===== src/rtl/io_pkg.sv =====
// Shared definitions for the memory-mapped I/O peripherals: register addresses,
// pin positions and operator codes.
package io_pkg;

    localparam logic [3:0] ADDR_SW_LO = 4'd3;
    localparam logic [3:0] ADDR_SW_HI = 4'd4;
    localparam logic [3:0] ADDR_OP    = 4'd5;
    localparam logic [3:0] ADDR_EVT   = 4'd6;
    localparam logic [3:0] ADDR_CNT   = 4'd7;

    localparam int NUM_SW   = 10;
    localparam int NUM_BTN  = 3;
    localparam int NUM_PINS = NUM_SW + NUM_BTN;
    localparam int BTN_BASE = NUM_SW;
    localparam int BTN_0    = 0;
    localparam int BTN_1    = 1;
    localparam int BTN_2    = 2;

    typedef enum logic [1:0] {
        OP_0 = 2'b00,
        OP_1 = 2'b01,
        OP_2 = 2'b10
    } op_e;

    function automatic logic [1:0] popcount3(input logic [2:0] v);
        return {1'b0, v[0]} + {1'b0, v[1]} + {1'b0, v[2]};
    endfunction

endpackage


===== src/rtl/debounce_bit.sv =====
// One input bit: two-flop synchronizer, debounce counter and stable flop.
// fall pulses during the cycle whose closing edge moves stable from 1 to 0.
module debounce_bit #(
    parameter int   DEBOUNCE_CYCLES = 16,
    parameter logic RESET_LEVEL     = 1'b0,
    parameter int   CNT_WIDTH       = (DEBOUNCE_CYCLES > 1) ? $clog2(DEBOUNCE_CYCLES) : 1
) (
    input  logic clock,
    input  logic reset,
    input  logic pin,
    output logic stable,
    output logic fall
);

    logic                 sync1_q, sync1_d;
    logic                 sync2_q, sync2_d;
    logic                 stable_q, stable_d;
    logic [CNT_WIDTH-1:0] cnt_q, cnt_d;

    always_comb begin
        sync1_d  = pin;
        sync2_d  = sync1_q;
        stable_d = stable_q;
        cnt_d    = '0;
        fall     = 1'b0;
        if (sync2_q != stable_q) begin
            if (cnt_q == CNT_WIDTH'(DEBOUNCE_CYCLES - 1)) begin
                stable_d = sync2_q;
                fall     = stable_q;
            end else begin
                cnt_d = cnt_q + CNT_WIDTH'(1);
            end
        end
    end

    always_ff @(posedge clock) begin
        if (reset) begin
            sync1_q  <= RESET_LEVEL;
            sync2_q  <= RESET_LEVEL;
            stable_q <= RESET_LEVEL;
            cnt_q    <= '0;
        end else begin
            sync1_q  <= sync1_d;
            sync2_q  <= sync2_d;
            stable_q <= stable_d;
            cnt_q    <= cnt_d;
        end
    end

    assign stable = stable_q;

endmodule


===== src/rtl/io_input_capture.sv =====
// Debounced switch/button capture with sticky press events and a press counter,
// exposed through the shared I/O register window with a registered read port.
module io_input_capture
    import io_pkg::*;
#(
    parameter int DEBOUNCE_CYCLES = 16,
    parameter int CNT_WIDTH       = (DEBOUNCE_CYCLES > 1) ? $clog2(DEBOUNCE_CYCLES) : 1
) (
    input  logic        clock,
    input  logic        reset,
    input  logic [3:0]  addr,
    input  logic [31:0] data_in,
    input  logic        write_enable,
    input  logic [12:0] io_bus_in,
    output logic [31:0] data_out,
    output logic        event_pending
);

    logic [NUM_PINS-1:0] stable_w;
    logic [NUM_PINS-1:0] fall_w;

    generate
        for (genvar gi = 0; gi < NUM_PINS; gi++) begin : g_pin
            debounce_bit #(
                .DEBOUNCE_CYCLES (DEBOUNCE_CYCLES),
                .RESET_LEVEL     (gi >= BTN_BASE),
                .CNT_WIDTH       (CNT_WIDTH)
            ) u_db (
                .clock  (clock),
                .reset  (reset),
                .pin    (io_bus_in[gi]),
                .stable (stable_w[gi]),
                .fall   (fall_w[gi])
            );
        end
    endgenerate

    logic [2:0]  events_q, events_d;
    logic [15:0] press_count_q, press_count_d;
    op_e         operator_q, operator_d;
    logic [31:0] data_out_q, data_out_d;
    logic        pending_q, pending_d;

    logic [2:0]  btn_fall;
    logic [15:0] n_press;
    logic        wr_evt, wr_cnt;
    logic        unused_data_bits;

    assign unused_data_bits = ^data_in[31:3];

    always_comb begin
        btn_fall = fall_w[BTN_BASE +: NUM_BTN];
        n_press  = {14'b0, popcount3(btn_fall)};
        wr_evt   = write_enable && (addr == ADDR_EVT);
        wr_cnt   = write_enable && (addr == ADDR_CNT);

        // A press on the clearing edge survives both the W1C and the count clear.
        events_d      = (events_q & ~(wr_evt ? data_in[2:0] : 3'b000)) | btn_fall;
        press_count_d = wr_cnt ? n_press : press_count_q + n_press;

        operator_d = operator_q;
        if (btn_fall[BTN_0])      operator_d = OP_0;
        else if (btn_fall[BTN_1]) operator_d = OP_1;
        else if (btn_fall[BTN_2]) operator_d = OP_2;

        data_out_d = 32'h0;
        case (addr)
            ADDR_SW_LO: data_out_d = {27'b0, stable_w[4:0]};
            ADDR_SW_HI: data_out_d = {27'b0, stable_w[9:5]};
            ADDR_OP:    data_out_d = {30'b0, operator_q};
            ADDR_EVT:   data_out_d = {29'b0, events_q};
            ADDR_CNT:   data_out_d = {16'b0, press_count_q};
            default:    data_out_d = 32'h0;
        endcase

        pending_d = |events_q;
    end

    always_ff @(posedge clock) begin
        if (reset) begin
            events_q      <= 3'b000;
            press_count_q <= 16'h0000;
            operator_q    <= OP_0;
            data_out_q    <= 32'h0;
            pending_q     <= 1'b0;
        end else begin
            events_q      <= events_d;
            press_count_q <= press_count_d;
            operator_q    <= operator_d;
            data_out_q    <= data_out_d;
            pending_q     <= pending_d;
        end
    end

    assign data_out      = data_out_q;
    assign event_pending = pending_q;

endmodule


===== config.mk =====
export PLATFORM = sky130hd
export DESIGN_NAME = io_input_capture
export DESIGN_NICKNAME = d
export VERILOG_FILES = /design/src/rtl/io_pkg.sv /design/src/rtl/debounce_bit.sv /design/src/rtl/io_input_capture.sv
export SDC_FILE = /design/constraint.sdc
export NUM_CORES = 1
export LEC_CHECK = 0
export CAP_MARGIN = 10
export CORE_MARGIN = 1
export CORE_UTILIZATION = 35
export CTS_BUF_LIST = sky130_fd_sc_hd__clkbuf_16
export CTS_CLUSTER_SIZE = 16
export DETAILED_ROUTE_END_ITERATION = 10
export GPL_TIMING_DRIVEN = 0
export PLACE_DENSITY = 0.69
export SYNTH_ARGS = -nofsm -noshare
export SYNTH_HDL_FRONTEND = slang
export SYNTH_HIERARCHICAL = 1
export SYNTH_SLANG_ARGS = --single-unit
export TNS_END_PERCENT = 50

===== constraint.sdc =====
create_clock -name clock -period 3.1 [get_ports clock]
set_input_delay 0.465 -clock clock [delete_from_list [all_inputs] [get_ports clock]]
set_output_delay 0.465 -clock clock [all_outputs]
set_load 0.005 [all_outputs]

======== Word level (Yosys, flattened, before mapping) ========
Index checks and enable logic that the tools add are counted.
storage, ports and cells
  bits in registers ....................... 145
  input port bits ......................... 52
  output and inout bits ................... 33
cells by class
  $add $sub $neg .......................... 16
  eq/ne operators ......................... 31
  mux-type cells .......................... 11
  bitwise gates (word level) .............. 16
  reductions and logical operators ........ 33
operators with widths
  cell                                                              count
  16-bit one-hot mux with 5 select lines                            1
  4-bit by 1-bit adder with 4-bit output (second input constant)    13
  4-bit == test (second input constant)                             13
  3-bit OR reduction                                                15
  2-bit AND reduction                                               13
  16-bit by 2-bit adder with 16-bit output                          1
  4-bit by 3-bit == test with 1-bit output (second input constant)  4
  1-bit != test                                                     13
  1-bit inverter                                                    13
  1-bit two-way mux                                                 8
  4-bit by 2-bit == test with 1-bit output (second input constant)  1
  2-bit OR reduction                                                2
  3-bit bitwise AND                                                 1
  3-bit two-way mux                                                 1
  3-bit inverter                                                    1
  3-bit bitwise OR                                                  1
  1-bit by 1-bit adder with 2-bit output                            1
  2-bit by 1-bit adder with 2-bit output                            1
  1-bit logical AND                                                 2
  2-bit two-way mux                                                 1
  2-bit nonzero test                                                1

======== Longest topological paths before layout ========
Gate-level depths: netlist of the first run.
  depth after elaboration ................. 7
  mapped depth ............................ 10
  depth with buffers taken out ............ 10

======== Modules after synthesis ========
Netlist of the first run, hierarchy kept.
by module, submodules not included
  module                             instances  cells an instance  area each (µm²)  seq. area each (µm²)
  debounce_bit (g_pin[0].u_db ...)   10         24                 255.2            140.1
  io_input_capture                   1          181                1702.9           760.7
  debounce_bit (g_pin[10].u_db ...)  3          25                 257.7            140.1

======== Least setup slack after synthesis of the first run ========
No wires, ideal clock.
  kind .................................... flip-flop to flip-flop
  start point ............................. register g_pin[10].u_db.cnt_q[0]
  end point ............................... register press_count_q[14]
  setup time .............................. 128 ps
  arrival ................................. 2580 ps
  required time ........................... 2972 ps
  slack ................................... 392 ps
  cell stages (with the launch flop) ...... 11
  buffers on the path ..................... 0
  clock period less this slack ............ 2708 ps
  cells stage by stage .................... dfxtp_1 -> ha_1 -> nand3_1 -> nor3b_1 -> fa_1 -> ha_1 -> fa_1 -> nand2_1 -> nor4_1 -> xnor2_1 -> nor2_1
between the ends
  longest elaborated chain between the ends .. 6
ends and longest elaborated chain
  element                                   line                    source
  start: declaration                        debounce_bit.sv:18      logic [CNT_WIDTH-1:0] cnt_q, cnt_d;
  start signal: assignment                  debounce_bit.sv:46      cnt_q <= cnt_d;
  4-bit == test                             debounce_bit.sv:27      if (cnt_q == CNT_WIDTH'(DEBOUNCE_CYCLES - 1)) begin
  1-bit two-way mux                         debounce_bit.sv:27
  1-bit two-way mux                         debounce_bit.sv:26      if (sync2_q != stable_q) begin
  net btn_fall[0]                           io_input_capture.sv:44  logic [2:0] btn_fall;
  1-bit by 1-bit adder with 2-bit output    io_pkg.sv:26            return {1'b0, v[0]} + {1'b0, v[1]} + {1'b0, v[2]};
  2-bit by 1-bit adder with 2-bit output    io_pkg.sv:26
  16-bit by 2-bit adder with 16-bit output  io_input_capture.sv:59  press_count_d = wr_cnt ? n_press : press_count_q + n_press;
  end signal: assignment                    io_input_capture.sv:88  press_count_q <= press_count_d;
  end: declaration                          io_input_capture.sv:39  logic [15:0] press_count_q, press_count_d;
The timed path passes the listed nets, and every way through them passes these cells.
A chain may end at the register's enable or synchronous reset.

======== Final worst setup path of the first run ========
  start point ............................. register g_pin[10].u_db.cnt_q[0]
  end point ............................... register press_count_q[10]
Same word-level chain as after synthesis.

==> results of run 1 <==
-- layer usage --
| layer | part of all wire | vias up | wire (um) |
|---|---|---|---|
| li1 | - | 1741 | - |
| met1 | 0.45 | 1548 | 3930 |
| met2 | 0.49 | 59 | 4260 |
| met3 | 0.049 | 11 | 424 |
| met4 | 0.015 | 0 | 127 |
| met5 | 0 | - | 0 |
-- metrics by stage --
stage	area (um2)	worst slack (ns)	total power [mW]	cells
after floorplan	5010	0.392	1.79	501
after CTS	6230	0.00582	3.85	752
after detailed placement	5630	0.0557	1.84	720
after global placement	5620	-0.526	1.84	719
final	6250	0.220	3.81	752
after global routing	6250	0.0212	3.94	752
-- registers in the layout, summed over array words and instances (netlist names) --
name and cells:
g_pin.u_db/stable 13, data_out 16, g_pin.u_db/sync2_q 13, press_count_q 16, events_q 3, operator_q 2, g_pin.u_db/cnt_q 52, g_pin.u_db/sync1_q 13
event_pending 1
-- what timing repair did --
item	CTS	global route
setup buffers	0	0
setup endpoints to repair	0	8
resized for setup	0	3
-- final timing paths --
path | startpoint | to | slack, ns
worst max-delay path | g_pin[10].u_db/cnt_q[0] | press_count_q[10] | 0.22
worst min-delay path | reset | g_pin[10].u_db/sync1_q | 0.40
worst max register to register | g_pin[10].u_db/cnt_q[0] | press_count_q[10] | 0.22
worst min register to register | g_pin[11].u_db/sync1_q | g_pin[11].u_db/sync2_q | 0.41
-- worst register-to-register path, cell delays in order (launching register included) --
cell	delay, ns
dfxtp_1	0.35
ha_1	0.21
nand3_1	0.16
nor3b_2	0.38
fa_1	0.49
ha_1	0.23
fa_1	0.44
nand2_1	0.21
nor3_1	0.10
xnor2_1	0.14
nor2_1	0.05
-- layout make-up --
type,instances,area share
buffer,21,0.0226
clock buffer,17,0.0681
clock inverter,15,0.0280
multi-input combinational,332,0.357
timing repair buffer,39,0.0633
inverter,19,0.0114
sequential,129,0.413
tap,180,0.0361
-- layout by cell type (no fill, tap or decap), types with 2 or more instances in the layout --
cell,instances
clkbuf_16,17
nand3b_1,13
nand2_1,11
a21oi_1,12
nor3_1,5
o21ai_0,3
nor4_1,5
nor3b_2,3
mux2_2,4
buf_2,3
nor2_1,73
mux4_2,2
mux2i_1,12
bufinv_16,4
clkinv_2,4
fa_1,2
inv_1,21
clkbuf_1,3
a22oi_1,3
and3b_2,13
nand4_1,5
nor3b_1,3
clkinv_1,3
and2_1,11
clkdlybuf4s50_1,37
buf_4,16
xor2_1,41
nand3_1,31
ha_1,15
or3_1,4
a41oi_1,3
conb_1,16
dfxtp_1,129
or2_2,6
xnor2_1,8
nor2b_1,22
-- power by group through the flow --
stage	logic [mW]	registers [mW]	clock network, mW
floorplan	0.0640	1.72	0
global placement	0.112	1.73	0
detailed placement	0.116	1.73	0
CTS	0.117	1.69	2.05
global route	0.130	1.69	2.12
finish	0.116	1.69	2.00
==> flow_summary.toml, run 1 <==
[grt]
antenna_found_initial = 0
grt_util_met2 = 0.218
overflow = 0
grt_use_met1 = 0.152
grtUsageMet3 = 0.0498
grt_pass1_vias = 3372
grt_usage = 0.132
grt_max_degree = 59
busiest_layer = "met2"
grt_pass1_wl_mm = 14.9

[sta]
skew_ns = 0.00605
finalCritPeriodShare = 0.929
slew-limit-headroom = 0.610
drv_slew = 0
rsz0062_at_grt = "false"
finalSetupViolCount = 0
hold-worst-slack_ns = 0.402
tightest_slew_ns = 0.584
hold_viol = 0
finalSetupTns_ns = 0
min_period_ns = 2.88
fmax_ghz = 0.347

[final_layout]
nNetsFinal = 628
multi_input_area_um2 = 2230
seqCellArea_um2 = 2580
antenna_cells = 0
fillers = 1266
drive_gt1_frac = 0.136
finish.utilization = 0.452
syn2layout_area_growth_pct = 26.1

[setup_path]
startpoint_type = "register"
cp_cell_sequence = "ha_1 > nand3_1 > nor3b_2 > fa_1 > ha_1 > fa_1 > nand2_1 > nor3_1 > xnor2_1 > nor2_1"
reg2reg_depth = 10
cp.arrival_ns = 3.16
path_class = "reg -> reg"
slowest_delay_ns = 0.49
crit_family = "adder cells"
endpoint_kind = "register"
critPathBufInv = 0
crit_required_ns = 3.38
crit_fanout = 5
worst_path_max_delay_cell = "fa_1"
cp.depth = 10

[die]
core.rowCount = 43
die_h_um = 121
coreArea_um2 = 13800
initial_utilization = 0.358
pin_count = 85
dieWidth_um = 121
fp.dieArea_um2 = 14600

[clocking]
cts_max_level = 4
clock_path_buffers = 2
root_buffer = "clkbuf_16"
clock-sinks = 129
cts_tree = "built"
cts_hold_buf = 0
clk_latency_ns = 0.41
numCtsBuffers = 17
cts.reportedPaths.clkPinSlew_ns = 0.06

[place]
finalWeightedCongestion = 0.790
io_buffer_count = 38
dp_hpwl_mm = 6.21

[pwr]
p_sw_frac = 0.195
internal_power_mw = 3.07
power_leakage_nw = 2.70
p_sw_mw = 0.743
p_clk_frac = 0.525
p_per_area_nw_per_um2 = 610
power_frac_comb = 0.030
ir_drop_v = 0.000235
power_frac_seq = 0.444

[drt]
postRouteAntennaNets = 0
drt-initial-drc-count = 143
drc = 0
vias = 3359
viasPerCell = 4.47
drt-pass1-iter-count = 6
wl_mm = 8.74
wl_per_cell_um = 11.6

[job]
cap_violations = 0

[synth]
syn_inst = 486
syn-cell-area_um2 = 4950
synth_warnings = 6
syn_area_per_cell_um2 = 10.2

[worst_hold_path]
min_path_type = "in -> reg"
hold_depth = 2

[run_status]
status = "complete, no violations"
Note: power is estimated with default switching activity, not from simulation.
==> inputs of run 2 (changes only) <==
CAP_MARGIN = 20   (was 10)
==> results of run 2 <==
Same layout as run 1: the final DEF is identical, and so are final timing and power.
==> edit 1, RTL diff (settings of run 1) <==
Reset style: asynchronous (`reset`), changed in 2 clocked blocks.
--- a/src/rtl/debounce_bit.sv
+++ b/src/rtl/debounce_bit.sv
@@ -35,3 +35,3 @@
 
-    always_ff @(posedge clock) begin
+    always_ff @(posedge clock or posedge reset) begin
         if (reset) begin
--- a/src/rtl/io_input_capture.sv
+++ b/src/rtl/io_input_capture.sv
@@ -78,3 +78,3 @@
 
-    always_ff @(posedge clock) begin
+    always_ff @(posedge clock or posedge reset) begin
         if (reset) begin
Behaviour: no difference found for any inputs over 10 cycles, from zero or initial values and one cycle with reset high; that may be too few to reach the edited logic, so the function may still have changed.
==> edit 1 against run 1 <==
Cell area increased by 8.4%. Area after synthesis increased by 9.6%. Setup slack got worse by 0.032 ns. Sequential cell count unchanged. Routed wire length increased by 6.9%. Critical path depth decreased by 1. Highest routed layer is now met5. Core utilization decreased by 0.48 points. Maximum frequency decreased by 1.1%. Sequential share of layout area increased by 6.5 points.
Power is not compared: it rests on default switching activity, and its combinational part moved more than twofold at a synthesized area within 25%.
==> edit 1: results (changes against run 1) <==
| Metric | Value |
|---|---|
| Dpl hpwl | `6840 um (+10%)` |
| Wire per inst | `13.5 um (+16%)` |
| Placed Area | `0.00613 mm2 (+8.8%)` |
| First-iteration detailed-routing DRC count | `190 (+33%)` |
| DR vias | `3,354 (-0.15%)` |
| Cells after Synth | `419 (-14%)` |
| Gp weighted congestion | `0.786 (-0.53%)` |
| Final Skew | `0.00681 ns (+0.000758 ns)` |
| Fin crit share | `93.9% (+1.0 points)` |
| Final hold slack | `0.345 ns (-0.0567 ns)` |
| Initial antenna violation count | `1 (+1)` |
| Fill count | `1,336 (+5.5%)` |
| Total Wirelength | `9340 um (+6.9%)` |
| Pre-CTS setup slack | `-0.0842 ns (-0.140 ns)` |
| Net count, final | `561 (-11%)` |
| Flop2flop setup slack | `0.19 ns (-0.03 ns)` |
| Tightest Pin Transition | `0.856 ns (+0.271 ns)` |
| Critical path arrival | `3.20 ns (+0.04 ns)` |
| TritonRoute pass-1 iters | `4 (-2)` |
| Number of global-route vias before repair | `3,428 (+1.7%)` |
| Outcome | `complete, no violations` |
| Crit path launch | `g_pin[10].u_db/cnt_q[0]$_DFF_PP0_` |
| Crit-path max FO | `6 (+1)` |
| Post-cts resize count | `2 (+2)` |
| Placed Instances | `661 (-8.2%)` |
| Crit path to | `press_count_q[8]$_DFF_PP0_` |
| First-pass GRT wire length | `16,000 um (+7.5%)` |
| CP max stage delay | `0.52 ns (+0.03 ns)` |
| Largest net degree at the start of global routing | `21 (-64%)` |
| Min-delay src | `g_pin[9].u_db/sync1_q$_DFF_PP0_` |
edit 1: stage by stage:
stage / utilization [%] / TNS [ns]
final: 44.7 / 0
after global routing: 44.7 / 0
after CTS: 44.7 / 0
after detailed placement: 40.5 / -0.252
after global placement: 40.3 / -0.00798
after floorplan: - / 0
edit 1: report_power, final:
part           switching (W)  internal (W)
registers          0.0000914       0.00178
logic               0.000123      0.000130
clock network       0.000680       0.00141
edit 1: worst min path at each step:
| stage | endpoint |
|---|---|
| floorplan | g_pin[10].u_db/cnt_q[0]$_DFF_PP0_ |
| global placement | g_pin[3].u_db/sync2_q$_DFF_PP0_ |
| detailed placement | g_pin[6].u_db/sync2_q$_DFF_PP0_ |
| CTS | g_pin[9].u_db/sync2_q$_DFF_PP0_ |
| global route | g_pin[8].u_db/sync2_q$_DFF_PP0_ |
| finish | g_pin[9].u_db/sync2_q$_DFF_PP0_ |
edit 1: worst reg2reg max path: stages (launching register included):
cell     delay [ns]
dfrtp_1        0.38
ha_1           0.25
nand3_2        0.13
nor3b_2        0.40
fa_1           0.49
ha_1           0.22
fa_1           0.52
nand4_1        0.19
xor2_1         0.16
nor2_1         0.06
edit 1: routing by layer:
metal	global-route usage (%)	part of all wire (%)	wire, um	vias up
met3	4.39	4.9	461	12
met5	0	0.13	12	-
met1	15.8	44	4100	1689
met2	21.4	50	4660	64
li1	-	-	-	1587
met4	5.24	1.1	107	2
edit 1: final cells by class:
cell class / instances / area share (%)
Sequential cell: 129 / 47.9
Multi-Input combinational cell: 269 / 30.3
Clock buffer: 17 / 6.28
Timing Repair Buffer: 39 / 6.03
Tap cell: 188 / 3.48
Clock inverter: 15 / 2.98
Buffer: 21 / 2.22
Inverter: 15 / 0.832
==> edit 2, RTL diff (settings of run 1) <==
Made on the original files. `DEBOUNCE_CYCLES` is set to 16 in 2 places; all go to 32.
--- a/src/rtl/debounce_bit.sv
+++ b/src/rtl/debounce_bit.sv
@@ -3,3 +3,3 @@
 module debounce_bit #(
-    parameter int   DEBOUNCE_CYCLES = 16,
+    parameter int   DEBOUNCE_CYCLES = 32,
     parameter logic RESET_LEVEL     = 1'b0,
--- a/src/rtl/io_input_capture.sv
+++ b/src/rtl/io_input_capture.sv
@@ -5,3 +5,3 @@
 #(
-    parameter int DEBOUNCE_CYCLES = 16,
+    parameter int DEBOUNCE_CYCLES = 32,
     parameter int CNT_WIDTH       = (DEBOUNCE_CYCLES > 1) ? $clog2(DEBOUNCE_CYCLES) : 1
Check against the original RTL: same outputs for any inputs over 10 cycles, from zero or initial values and one cycle with reset high; that may be too few to reach the edited logic, so the function may still have changed.
==> edit 2 against run 1 <==
Clock skew about the same. Sequential power is 10% higher. Combinational power up 6%. Routed wire length is 14% higher. Non-clock buffer count is 9 higher. Count of clock-buffer cells in the layout did not move. First-iteration DRC count decreased by 15%. Setup slack got worse by 0.10 ns. Clock power rose by 3%. Power increased by 6.0%. Area after synthesis increased by 11%. Sequential share of layout area is 0.44 points lower. Cell area grew 11%. Sequential cell count is 13 higher. Largest cell class unchanged. Highest routed layer unchanged.
==> edit 2: results (changes against run 1) <==
| Metric | Value |
|---|---|
| Metal3 WL | `373 um (-12%)` |
| First-iteration detailed-routing DRC count | `122 (-15%)` |
| Post-route insts no fill | `833 (+11%)` |
| Dpl hpwl | `7250 um (+17%)` |
| Fraction of layout cells with a size suffix above 1 | `15.1% (+1.5 points)` |
| Top delay family on crit path | `simple AND/OR/NAND/NOR gates` |
| Gp weighted congestion | `0.775 (-2.0%)` |
| Largest net degree at the start of global routing | `48 (-19%)` |
| DRT met1 WL | `4350 um (+11%)` |
| Placed Area | `0.00620 mm2 (+10%)` |
| TritonRoute pass-1 iters | `4 (-2)` |
| IO buf count | `37 (-2.6%)` |
| Hold Path Class | `reg2reg` |
| Metal2 WL | `5150 um (+21%)` |
| Placed Instances | `792 (+10%)` |
| Post-cts resize count | `8 (+8)` |
| Hold EP | `g_pin[10].u_db/sync2_q$_SDFF_PP1_` |
| Final Skew | `0.00556 ns (-0.000487 ns)` |
| Critical path arrival | `3.32 ns (+0.16 ns)` |
| Cells after Synth | `528 (+8.6%)` |
| First-pass GRT wire length | `17,000 um (+14%)` |
| CP max stage delay | `0.57 ns (+0.08 ns)` |
| DR vias | `3,783 (+13%)` |
| Min-delay src | `g_pin[10].u_db/sync1_q$_SDFF_PP1_` |
| Hold path depth | `1 (-1)` |
| All-Layer GR Usage | `13.5% (+0.24 points)` |
| Slowest CP cell | `fa_2` |
| GRT met2 Usage | `23.6% (+1.8 points)` |
| Grt met3 use | `4.52% (-0.46 points)` |
| Max FFs per register | `65 (+25%)` |
| Net count, final | `690 (+9.9%)` |
| Maximum vdd ir drop | `379 uV (+62%)` |
| Leakage Power | `2.77 nW (+2.5%)` |
| Crit path to | `press_count_q[15]$_SDFF_PP0_` |
| Met1 usage | `14.4% (-0.75 points)` |
| Setup fix buffers added after clock tree synthesis | `6 (+6)` |
| H-tree Lvls | `4 (unchanged)` |
| Outcome | `complete, no violations` |
| Worst-Skew Late Latency | `0.42 ns` |
edit 2: changes by cell type in the layout (fill, tap and decap cells not counted), moves of 15 or more:
cell | run 1 | this run
nor3_1 | 5 | 25
and3_1 | 1 | 20
xor2_1 | 41 | 15
and2_1 | 11 | 26
xnor2_1 | 8 | 34
inv_1 | 21 | 6
edit 2: through the flow:
step                        TNS, ns  setup slack (ns)  hold WS, ns
after detailed placement     -0.376            -0.138        0.400
after global routing      -0.000441         -0.000441        0.425
after CTS                         0           0.00345        0.414
final                             0             0.119        0.408
after floorplan                   0             0.172        0.389
after global placement       -44.84             -1.10        0.400
edit 2: layout make-up:
class                   count  area, um2
flip-flops and latches    142       2840
diodes                      1       2.50
repair buffers             46        449
clock buffers              17        425
well taps                 211        264
multi-input cells         373       2620
fillers                  1385       8310
clock inverters            15        178
inverters                   5       18.8
plain buffers              23        149
edit 2: where the power goes:
part | internal, W | switching, W
logic | 0.0000644 | 0.0000591
clock network | 0.00133 | 0.000731
registers | 0.00185 | 0.0000106
